`src/rtl/arb_mux_n.sv`:
```
// N-channel arbitrating multiplexer with a single registered output entry.
// Round-robin (MODE 0) or lowest-index fixed priority (MODE 1) grant, valid/ready on every port.
module arb_mux_n #(
    parameter int WIDTH = 32,
    parameter int N     = 4,
    parameter int MODE  = 0,
    localparam int SW   = $clog2(N)
) (
    input  logic               clk,
    input  logic               rst,
    input  logic [N*WIDTH-1:0] in_data,
    input  logic [N-1:0]       in_valid,
    output logic [N-1:0]       in_ready,
    output logic [WIDTH-1:0]   out_data,
    output logic [SW-1:0]      out_sel,
    output logic               out_valid,
    input  logic               out_ready
);

    logic [SW-1:0]    ptr;
    logic [SW-1:0]    start;
    logic [SW-1:0]    grant_idx;
    logic [SW-1:0]    ptr_next;
    logic [N-1:0]     grant;
    logic [WIDTH-1:0] grant_data;
    logic             found;
    logic             can_accept;
    logic             fire_in;

    function automatic int wrap_add(input int base, input int off);
        int s;
        s = base + off;
        return (s >= N) ? s - N : s;
    endfunction

    assign start = (MODE == 0) ? ptr : '0;

    // Scan priority slots k = 0..N-1 starting at 'start'; first valid channel wins.
    always_comb begin
        grant      = '0;
        grant_idx  = '0;
        grant_data = '0;
        found      = 1'b0;
        for (int k = 0; k < N; k++) begin
            for (int i = 0; i < N; i++) begin
                if (!found && in_valid[i] && (i == wrap_add(int'(start), k))) begin
                    found      = 1'b1;
                    grant[i]   = 1'b1;
                    grant_idx  = SW'(i);
                    grant_data = in_data[i*WIDTH +: WIDTH];
                end
            end
        end
    end

    assign can_accept = !out_valid || out_ready;
    assign in_ready   = (rst || !can_accept) ? '0 : grant;
    assign fire_in    = found && can_accept && !rst;
    assign ptr_next   = (grant_idx == SW'(N - 1)) ? '0 : grant_idx + SW'(1);

    always_ff @(posedge clk or posedge rst) begin
        if (rst) begin
            out_valid <= 1'b0;
            out_data  <= '0;
            out_sel   <= '0;
            ptr       <= '0;
        end else begin
            if (fire_in) begin
                out_valid <= 1'b1;
                out_data  <= grant_data;
                out_sel   <= grant_idx;
                if (MODE == 0) begin
                    ptr <= ptr_next;
                end
            end else if (out_valid && out_ready) begin
                out_valid <= 1'b0;
            end
        end
    end

endmodule

```
`config.mk`:
```
export PLATFORM = sky130hd
export DESIGN_NAME = arb_mux_n
export DESIGN_NICKNAME = d
export VERILOG_FILES = /design/src/rtl/arb_mux_n.sv
export SDC_FILE = /design/constraint.sdc
export NUM_CORES = 1
export LEC_CHECK = 0
export ABC_CLOCK_PERIOD_IN_PS = 2700
export BUFFER_PORTS_ARGS = -buffer_cell sky130_fd_sc_hd__buf_2
export CAP_MARGIN = 15
export CORE_ASPECT_RATIO = 1.5
export CORE_MARGIN = 3
export CORE_UTILIZATION = 30
export DETAILED_ROUTE_END_ITERATION = 16
export MAX_ROUTING_LAYER = met4
export SLEW_MARGIN = 20
export SYNTH_ARGS = -nofsm -noshare
export SYNTH_HDL_FRONTEND = slang
export SYNTH_SLANG_ARGS = --single-unit
```
`constraint.sdc`:
```
create_clock -name clk -period 2.7 [get_ports clk]
set_input_delay 0.405 -clock clk [delete_from_list [all_inputs] [get_ports clk]]
set_output_delay 0.405 -clock clk [all_outputs]
set_load 0.01 [all_outputs]
```
==> out/metrics.yaml, run 1 <==
dp_hpwl_mm: 18.70
period_needed_ns: 2.516
yosys.area.top_type: "dfrtp_1"
cts_max_level: 2
vias: 7339
fmax_mhz: 397.5
ys_seq_elements: 37
grt_overflow: 0
coreArea_sq_mm: 0.01684
synthArstFlopShare_pct: 100.0
fin_cells: 1107
rr_startpoint: "ptr[0]"
synth_cell_types: 62
antenna_found_initial: 1
power_density_mw_per_mm2: 568.8
synthToLayoutAreaGrowth_pct: 27.60
drt_iter0_drc: 922
finalSetupViolCount: 0
rsz0062_at_grt: "false"
ir_drop_mv: 0.4101
yosysTopAreaCellShare_pct: 17.90
hold_buffers: 0
design_area_sq_mm: 0.006600
die_area_sq_mm: 0.01889
start_util_pct: 30.72
post_cts_buffers: 0
clkLatencyLatePin_ns: 0.30
globalplace.congestion: 1.018
hold_path_class: "primary input to async pin"
tns_ns: 0
grt_max_degree: 41
nets: 1030
global_route.usage.met1_pct: 32.61
syn_nets: 873
finalHoldViolations: 0
clock-sinks: 37
ant_nets: 0
root_buffer: "clkbuf_16"
top_usage_layer: "met2"
tightest_slew_ns: 0.8658
leakagePower_nw: 2.740
dp.cells: 1098
synth.area.top_cells: "dfrtp_1 (18%), a21oi_1 (7.7%), a221oi_1 (6.9%), nand2_1 (5.4%), o22ai_1 (4.7%)"
avgRoutedWirePerCell_um: 23.20
numCtsBuffers: 5
first_pass_iters: 7
cts_tree: "built"
grtUsageTotal_pct: 26.57
synth_cells: 738
r2r_cells: 7
grt_pass1_vias: 6989
ys_warn_count: 0
outcome: "complete, no violations"
cap_violations: 0
end_kind: "primary output"
cts_resized: 0
port_buffers: 173
finClkSkew_ns: 0.006560
ios: 174
synth_xor_xnor_area_share_pct: 0
cp_max_fo: 14
die_w_um: 113.2
synth-compound-area-share_pct: 50.15
synth_top_family_by_area: "compound AO/OA/AOI/OAI gates"
final_util_pct: 39.20
grt_first_pass_wirelength_mm: 39.23
cp-start-kind: "flip-flop"
placementRows: 58
clockBufferDepth: 2
required_ns: 2.30
relSlewSlack_pct: 42.03
synth_common_cells: "a21oi_1 (80), nand2_1 (75), nor2_1 (51)"
synth-edff-count: 0
arrival_ns: 2.11
synth.most_common_cell: "a21oi_1"
synth.area.mux_share_pct: 0.4112
dpl_cell_area_sq_mm: 0.006407
synthSimpleGateAreaFrac_pct: 24.75
avgSynthCellArea_sq_um: 7.009
die-height_um: 166.8
yosysSeqAreaShare_pct: 17.90
worstSetupPathType: "flip-flop to primary output"
drive_gt1_share_pct: 27.34
use_met2_pct: 42.83
wirelength_mm: 25.68
ys.flop_type: "dfrtp_1"
drc: 0
viasPerCell: 6.630
final_max_slew_viol_count: 0
r2r_slack_ns: 0.31
clkSlewWorstSetupHoldPaths_ns: 0.06
grt_use_met3_pct: 3.090
synth_area_sq_mm: 0.005172
r2r_end: "out_data[20]"
min_period_over_period_pct: 93.17
yosys.area_share.adder_pct: 0
per-layer routing:
| layer | vias up | routed length [um] |
|---|---|---|
| met4 | 0 | 1325 |
| met2 | 498 | 12360 |
| met1 | 3436 | 9669 |
| met3 | 110 | 2324 |
| li1 | 3295 | - |
| met5 | - | 0 |
metrics by stage:
stage | total power, mW | hold slack [ns] | setup WS [ns]
after floorplan | 2.141 | 0.5149 | 0.5836
after global placement | 2.898 | 0.4647 | 0.3503
after detailed placement | 2.907 | 0.4677 | 0.3378
after CTS | 3.730 | 0.2158 | 0.1880
after global routing | 3.979 | 0.2494 | 0.09633
final | 3.754 | 0.2017 | 0.1845
cells in the final DEF, fill, tap and decap left out, types with 16 or more instances in the layout:
cell | Yosys | layout
nand2_1 | 75 | 75
a221oi_1 | 41 | 41
a31oi_1 | 26 | 26
nor2_1 | 51 | 51
buf_4 | 3 | 50
o22ai_1 | 39 | 39
o21ai_0 | 24 | 24
a22o_1 | 16 | 16
a22oi_1 | 26 | 26
o21ai_1 | 25 | 25
buf_2 | 38 | 173
a21oi_1 | 80 | 80
o22a_1 | 16 | 16
dfrtp_1 | 37 | 36
and3_1 | 25 | 25
worst max-delay path: stages (launching register included):
cell	delay (ns)
dfrtp_1	0.66
nor2b_1	0.52
nor2_1	0.10
o22ai_1	0.16
nand2_1	0.10
nor2_1	0.12
buf_2	0.15
flip-flops by register name, summed over array words and instances, names as in the netlist:
register and count:
ptr 2, out_data 32, out_sel 2, out_valid 1
where the power goes:
| group | internal, mW | switching, mW | total (mW) |
|---|---|---|---|
| combinational | 0.889 | 1.21 | 2.10 |
| sequential | 0.722 | 0.119 | 0.841 |
| clock | 0.530 | 0.288 | 0.817 |
cell families (layout without fill, tap and decap cells):
logic type             Yosys count  after routing
other                            0              1
muxes                            2              2
and+or+nand+nor                249            249
buffers and inverters           78            236
DFF                             37             37
AOI/OAI and AO/OA              372            372
worst max-delay path by stage:
stage	from	end	slack, ns	cells after the start
after floorplan	ptr[1]	in_ready[3]	0.58	7
after detailed placement	ptr[0]	out_data[20]	0.34	7
after global placement	in_valid[0]	out_data[2]	0.35	9
final	ptr[0]	in_ready[2]	0.18	6
after global routing	ptr[1]	in_ready[3]	0.1	6
after CTS	ptr[0]	in_ready[2]	0.19	6
final cells by class:
type                            count  area [sq um]
Tap cell                          210         262.8
Clock inverter                      3         65.06
Timing Repair Buffer              226          1301
Antenna cell                        1         2.502
Fill cell                        1818         10240
Multi-Input combinational cell    623          3909
Clock buffer                        5         125.1
Sequential cell                    37         927.1
Inverter                            2         7.507
No activity file was read; power rests on OpenSTA's default activity.
==> run 2: changes to the inputs <==
Settings changed: GPL_TIMING_DRIVEN from default to 0.
==> out/metrics.yaml, run 2 (synthesized netlist as in run 1, its figures left out) <==
power_frac_clock_pct: 16.9  # -4.9 points
clkLatencyLatePin_ns: 0.30  # about the same
antenna_found_initial: 2  # +1
ant_nets: 0  # unchanged
p_seq_share_pct: 22.5  # about the same
power_switching_mw: 1.719  # +6.5%
clkSlewWorstSetupHoldPaths_ns: 0.06  # about the same
r2r_end: "out_data[8]"
clockBufferDepth: 2  # unchanged
ios: 174  # unchanged
cts_max_level: 2  # unchanged
rsz0062_at_grt: "true"
cp-start-kind: "flip-flop"
finalHoldViolations: 0  # unchanged
nets: 1053  # +2.2%
dp_hpwl_mm: 22.31  # +19%
largest_register_ffs: 32  # unchanged
hold_path_class: "primary input to async pin"
root_buffer: "clkbuf_16"
finClkSkew_ns: 0.006911  # +0.0003510 ns
globalplace.congestion: 1.043  # +2.4%
vias: 7770  # +5.9%
grtUsageTotal_pct: 30.99  # +4.4 points
fmax_mhz: 369.0  # -7.2%
drc: 0  # unchanged
grt_first_pass_wirelength_mm: 44.48  # +13%
relSlewSlack_pct: 21.62  # -20 points
leakagePower_nw: 2.701  # -1.4%
failed_checks: "setup timing"
final_common_cell: "buf_2"
clock-sinks: 37  # unchanged
arrival_ns: 2.30  # +0.19 ns
largestRegisters: "out_data (32), out_sel (2), ptr (2)"
hold_slack_ns: 0.1562  # -0.04550 ns
synthToLayoutAreaGrowth_pct: 26.54
avgRoutedWirePerCell_um: 26.56  # +14%
end_kind: "primary output"
grt_max_degree: 22  # -46%
finalSetupViolCount: 1  # +1
wirelength_mm: 30.04  # +17%
r2r_slack_ns: 0.02  # -0.29 ns
power_density_mw_per_mm2: 559.6  # -1.6%
internal_power_mw: 1.944  # -9.2%
die_area_sq_mm: 0.01889  # unchanged
largest-register: "out_data"
port_buffers: 173  # unchanged
tightest_slew_ns: 1.169  # +0.3029 ns
numCtsBuffers: 5  # unchanged
r2r_cells: 8  # +1
drive_gt1_share_pct: 26.77  # -0.58 points
ir_drop_mv: 0.2233  # -46%
die_w_um: 113.2  # unchanged
placementRows: 58  # unchanged
start_util_pct: 30.72  # unchanged
min_period_over_period_pct: 100.4  # +7.2 points
first_pass_iters: 8  # +1
grt_pass1_vias: 7751  # +11%
die-height_um: 166.8  # unchanged
required_ns: 2.30  # about the same
swShare_pct: 46.92  # +4.0 points
cp_max_fo: 10  # -4
final_max_slew_viol_count: 0  # unchanged
rr_startpoint: "ptr[1]"
cts_tree: "built"
setup_ws_ns: -0.009934  # -0.1944 ns
layout_common_cells: "buf_2 (201), a21oi_1 (79), nand2_1 (73)"
drt_iter0_drc: 1107  # +20%
viasPerCell: 6.870  # +3.6%
period_needed_ns: 2.710  # +0.1944 ns
crit_start: "ptr[1]"
outcome: "complete, but fails checks"
endpoint: "in_ready[3]"
cap_violations: 0  # unchanged
worstSetupPathType: "flip-flop to primary output"
grt_overflow: 0  # unchanged
combPwrFrac_pct: 60.6  # +4.8 points
power_mw: 3.662  # -2.4%
coreArea_sq_mm: 0.01684  # unchanged
==> run 2: how the worst min path moves through the flow <==
stage,from,endpoint,slack (ns),depth (start not counted)
after detailed placement,out_sel[0],out_sel[0],0.46,2
after floorplan,out_sel[0],out_sel[0],0.51,2
after global routing,rst,out_data[27],0.20,2
after global placement,out_sel[0],out_sel[0],0.46,2
final,rst,out_data[27],0.16,2
after CTS,rst,out_data[27],0.17,2
==> run 2: final cells by class <==
class                   count  area, sq um
fillers                  1845        10290
multi-input cells         623         3936
clock buffers               6        128.9
flip-flops and latches     37        927.1
well taps                 210        262.8
plain buffers              74        374.1
diodes                      2        5.005
clock inverters             2        10.01
repair buffers            175        893.4
inverters                   2        7.507
==> run 2: power by group through the flow <==
| stage | Sequential [mW] | Combinational (mW) | Clock (mW) |
|---|---|---|---|
| floorplan | 0.896 | 1.24 | 0 |
| global placement | 0.830 | 2.12 | 0 |
| detailed placement | 0.831 | 2.12 | 0 |
| CTS | 0.823 | 2.15 | 0.623 |
| global route | 0.845 | 2.38 | 0.638 |
| finish | 0.824 | 2.22 | 0.618 |
==> run 2: metal layers <==
metal | share of wire, % | global-route usage, % | up-vias
met5 | 0 | - | -
met4 | 6.4 | 19.61 | 0
met3 | 9.8 | 4.798 | 145
met2 | 47 | 49.28 | 622
met1 | 37 | 36.11 | 3643
li1 | - | - | 3360
==> run 2: what timing repair did <==
action / 4_1_cts / 5_1_grt
hold buffers: 0 / 0
setup buffers: 0 / 1
pin swaps: 0 / 2
setup endpoints to repair: 13 / 23
gates resized for setup: 15 / 20
==> run 2: critical path, stage by stage, from the launching register on <==
cell	delay [ns]
dfrtp_1	0.39
clkbuf_4	0.20
buf_4	0.19
nor4b_4	0.31
and2_4	0.20
buf_6	0.17
nor2_2	0.14
a21oi_2	0.25
buf_2	0.16
==> run 2: through the flow <==
| step | std cells | TNS [ns] | instance area (sq um) | utilization, % | setup slack (ns) |
|---|---|---|---|---|---|
| floorplan | 738 | 0 | 5172 | - | 0.5836 |
| global placement | 1121 | -8.446 | 6301 | 37.43 | -0.4943 |
| detailed placement | 1122 | -8.540 | 6321 | 37.54 | -0.4734 |
| CTS | 1129 | -0.1215 | 6491 | 38.56 | -0.06586 |
| global route | 1131 | -0.09434 | 6545 | 38.87 | -0.08220 |
| finish | 1131 | -0.009934 | 6545 | 38.87 | -0.009934 |
